## src/rtl/sync_fifo.sv

```systemverilog
// Single-clock FIFO with registered storage, pointers and full/empty flags.
module sync_fifo #(
    parameter int          WIDTH = 8,
    parameter int unsigned DEPTH = 8
) (
    input  logic             clk,
    input  logic             rst_n,
    input  logic             push,
    input  logic [WIDTH-1:0] wdata,
    input  logic             pop,
    output logic [WIDTH-1:0] rdata,
    output logic             full,
    output logic             empty
);

    localparam int unsigned AW = $clog2(DEPTH);

    logic [WIDTH-1:0] mem [DEPTH];
    logic [AW-1:0]    wr_ptr;
    logic [AW-1:0]    rd_ptr;
    logic [AW:0]      count;
    logic [AW:0]      count_next;
    logic             do_push;
    logic             do_pop;

    assign do_push    = push && !full;
    assign do_pop     = pop && !empty;
    assign count_next = count + (AW+1)'(do_push) - (AW+1)'(do_pop);
    assign rdata      = mem[rd_ptr];

    // Entry storage; cleared on reset so the head reads as zero while empty
    always_ff @(posedge clk or negedge rst_n) begin
        if (!rst_n) begin
            for (int unsigned i = 0; i < DEPTH; i++) begin
                mem[i] <= '0;
            end
        end else if (do_push) begin
            mem[wr_ptr] <= wdata;
        end
    end

    // Pointers, occupancy and registered status flags
    always_ff @(posedge clk or negedge rst_n) begin
        if (!rst_n) begin
            wr_ptr <= '0;
            rd_ptr <= '0;
            count  <= '0;
            full   <= 1'b0;
            empty  <= 1'b1;
        end else begin
            if (do_push) begin
                wr_ptr <= wr_ptr + AW'(1);
            end
            if (do_pop) begin
                rd_ptr <= rd_ptr + AW'(1);
            end
            count <= count_next;
            full  <= (count_next == (AW+1)'(DEPTH));
            empty <= (count_next == '0);
        end
    end

endmodule

```

## config.mk

```make
export PLATFORM = sky130hd
export DESIGN_NAME = sync_fifo
export DESIGN_NICKNAME = d
export VERILOG_FILES = /design/src/rtl/sync_fifo.sv
export SDC_FILE = /design/constraint.sdc
export NUM_CORES = 1
export LEC_CHECK = 0
export ABC_AREA = 1
export BUFFER_PORTS_ARGS = -buffer_cell sky130_fd_sc_hd__buf_2
export CORE_MARGIN = 2
export CORE_UTILIZATION = 50
export CTS_BUF_LIST = sky130_fd_sc_hd__clkbuf_4 sky130_fd_sc_hd__clkbuf_8 sky130_fd_sc_hd__clkbuf_16
export DETAILED_ROUTE_END_ITERATION = 7
export PLACE_DENSITY_LB_ADDON = 0.2
export SYNTH_ARGS = -nofsm -noshare
export SYNTH_HDL_FRONTEND = slang
export SYNTH_SLANG_ARGS = --single-unit
```

## constraint.sdc

```tcl
create_clock -name clk -period 1.8 [get_ports clk]
set_clock_uncertainty 0.05 [all_clocks]
set_input_delay 0.18 -clock clk [delete_from_list [all_inputs] [get_ports clk]]
set_output_delay 0.18 -clock clk [all_outputs]
set_load 0.005 [all_outputs]
```

==> impl_metrics.csv <==
group,metric,value,unit
status,outcome,"finished, violations left",
place,place_hpwl,5.58,mm
clock_network,htree_levels,3,
worst_setup_path,worstSetupPathType,"reg -> reg",
clock_network,cts_tree,"done",
place,routabilityCongestion,0.816,
final_layout,post-route-util,0.609,
power_and_ir_drop,power,8.65,mW
drt,avgViaCountPerCell,4.81,
worst_setup_path,critPathCaptureType,"flop",
synth,synth.cell_area,3850,µm²
grt,grt_max_degree,36,
floorplan,coreArea,7610,µm²
timing,fin_ws,-80.0,ps
worst_setup_path,path_cells,"nor2_4, ha_4, inv_2, ha_4, fa_2, nor2_2, nand2_1, nor2_1",
synth,yosysWarnings,0,
synth,syn_inst,491,
grt,grt_pass1_vias,2912,
status,violations,"setup timing",
worst_setup_path,start_kind,"flop",
floorplan,floorplan.die_area,8420,µm²
synth,ys_seq_elements,76,
timing,timing.fmax,0.532,GHz
final_layout,diodes,0,
timing,fin_crit,1880,ps
power_and_ir_drop,p_leak,2.41,nW
place,numPortBuffers,21,
floorplan,initial_core_util,0.506,
drt,drt_pass1_iterations,5,
final_layout,drive_gt1_frac,0.226,
floorplan,row_count,32,
worst_setup_path,r2r_start,"empty",
clock_network,clk_latency,350,ps
timing,setup_viol,2,
worst_setup_path,cpMaxStageDelayCell,"dfstp_2",
job,cap_violations,0,
worst_setup_path,cpPeakStageDelay,560,ps
min_path,hold_path_class,"in -> reg",
min_path,worstHoldStart,"wdata[6]",
drt,drc,0,
final_layout,area_growth,20.2,%
clock_network,cts_sinks,76,
synth,syn-num-nets,510,
synth,ys_types,25,
timing,worst_pin_slew,375,ps
grt,track_usage,0.208,
clock_network,clockBufferDepth,2,
timing,hold_viol,0,
floorplan,io-pin-count,22,
drt,drtIter0Drc,183,
clock_network,cts_made_buffers,9,
clock_network,clk_pin_slew,90,ps
drt,vias,3040,
floorplan,die_w,91.8,µm
timing,max_slew_margin,0.749,
power_and_ir_drop,powerDensity,1870,nW/µm²
grt,overflow,0,
worst_setup_path,worstPathRequired,2000,ps
clock_network,root_buffer,"clkbuf_8",
synth,ys_seq_area_frac,0.494,
synth,avgSynthCellArea,7.84,µm²
timing,final_max_slew_viol_count,0,
grt,antenna_found_initial,0,
timing,min_period_over_period,1.04,
floorplan,die_h,91.8,µm
grt,grt_pass1_wl,13.7,mm
worst_setup_path,crit_fanout,2,
final_layout,final_nets,544,
timing,grt_setup_unrepaired,"true",
drt,ant_nets,0,
worst_setup_path,crit_arrival,2080,ps
drt,routed_wl,8.40,mm
power_and_ir_drop,peakVddDrop,941,µV
final_layout,layout_common_cells,"172 x nand2_1, 73 x dfrtp_1, 66 x inv_1",
worst_setup_path,cpMostUsedCell,"ha_4",
worst_setup_path,startpoint,"empty",
final_layout,final_common_cell,"nand2_1",
drt,wl_per_cell,13.3,µm
[metrics by stage]
| stage | setup TNS, ps | setup slack, ps | instances | instance area (µm²) | hold slack, ps |
|---|---|---|---|---|---|
| global route | -704 | -149 | 632 | 4630 | 32.4 |
| floorplan | -140 | -71.0 | 491 | 3860 | -166 |
| CTS | -256 | -123 | 627 | 4380 | 18.7 |
| detailed placement | -350 | -148 | 607 | 4080 | 51.0 |
| global placement | -177 | -88.8 | 607 | 4080 | 51.2 |
| finish | -134 | -80.0 | 632 | 4630 | 22.3 |
[kinds of logic (layout without fill, tap and decap cells)]
family	Yosys count	after routing	share of synthesized area
and+or+nand+nor	246	246	0.280
buffers and inverters	90	129	0.103
DFF	76	76	0.494
AOI/OAI and AO/OA	67	67	0.0871
adders and majority gates	7	7	0.0247
xor gates and xnor gates	5	5	0.0114
[where the power goes]
| group | total [mW] | switching [mW] | internal, mW | leakage, nW |
|---|---|---|---|---|
| sequential | 3.01 | 0.500 | 2.51 | 0.936 |
| clock | 1.47 | 0.685 | 0.790 | 0.114 |
| combinational | 4.16 | 2.46 | 1.70 | 1.36 |
[layer usage]
| metal | track usage | part of all wire |
|---|---|---|
| met1 | 0.281 | 0.47 |
| met2 | 0.327 | 0.47 |
| met3 | 0.0452 | 0.038 |
| met4 | 0.0846 | 0.024 |
| met5 | 0 | 0 |
[cell type report]
class                           count  area [µm²]
Tap cell                          102         128
Multi-Input combinational cell    325        1750
Timing Repair Buffer               42         352
Clock buffer                        9         124
Fill cell                         681        2980
Sequential cell                    76        1910
Clock inverter                      7         100
Inverter                           71         273
[cells in the mapped netlist]
cell type / n / area share
nand2_1: 204 / 0.20
dfrtp_1: 75 / 0.49
inv_1: 68 / 0.066
o21ai_0: 63 / 0.082
nand3_1: 27 / 0.035
buf_2: 10 / 0.013
buf_6: 6 / 0.018
ha_1: 6 / 0.019
nor2_1: 4 / 0.0039
xor2_1: 4 / 0.0091
clkbuf_1: 3 / 0.0029
nand4_4: 3 / 0.017
nor2_4: 3 / 0.0088
o21ai_1: 3 / 0.0039
clkinv_1: 2 / 0.0020
a21oi_1: 1 / 0.0013
dfstp_2: 1 / 0.0068
fa_1: 1 / 0.0052
inv_2: 1 / 0.00097
nand2_4: 1 / 0.0029
nand3_2: 1 / 0.0026
nand3_4: 1 / 0.0045
nor2_2: 1 / 0.0016
nor2_8: 1 / 0.0052
xnor2_1: 1 / 0.0023
[worst max-delay path: cells and delay by family, from the launching register on]
kind	cells	cell delay, ps
buffers and inverters	1	30
and+or+nand+nor	4	200
DFF	1	560
adders and majority gates	3	940
[state kept, by name (all words and copies together), names as in the netlist]
signal,flops
wr_ptr,3
count,4
empty,1
full,1
rd_ptr,3
mem,64
[worst paths after layout]
kind | slack (ps) | cells after the start | endpoint
max | -80 | 8 | full
min | 20 | 3 | mem[6]
max reg2reg | -80 | 8 | full
min reg2reg | 440 | 2 | mem[41]
max in group asynchronous | 900 | 3 | wr_ptr[0]
min in group asynchronous | 200 | 2 | mem[4]
[what timing repair did]
| action | 4_1_cts | 5_1_grt |
|---|---|---|
| hold buffers | 1 | 0 |
| gates resized for setup | 8 | 52 |
| setup endpoints to repair | 11 | 11 |
| hold endpoints to repair | 33 | 0 |
| gates cloned | 1 | 2 |
| pin swaps | 8 | 28 |
| setup buffers | 2 | 3 |
No activity file was read; power rests on OpenSTA's default activity.
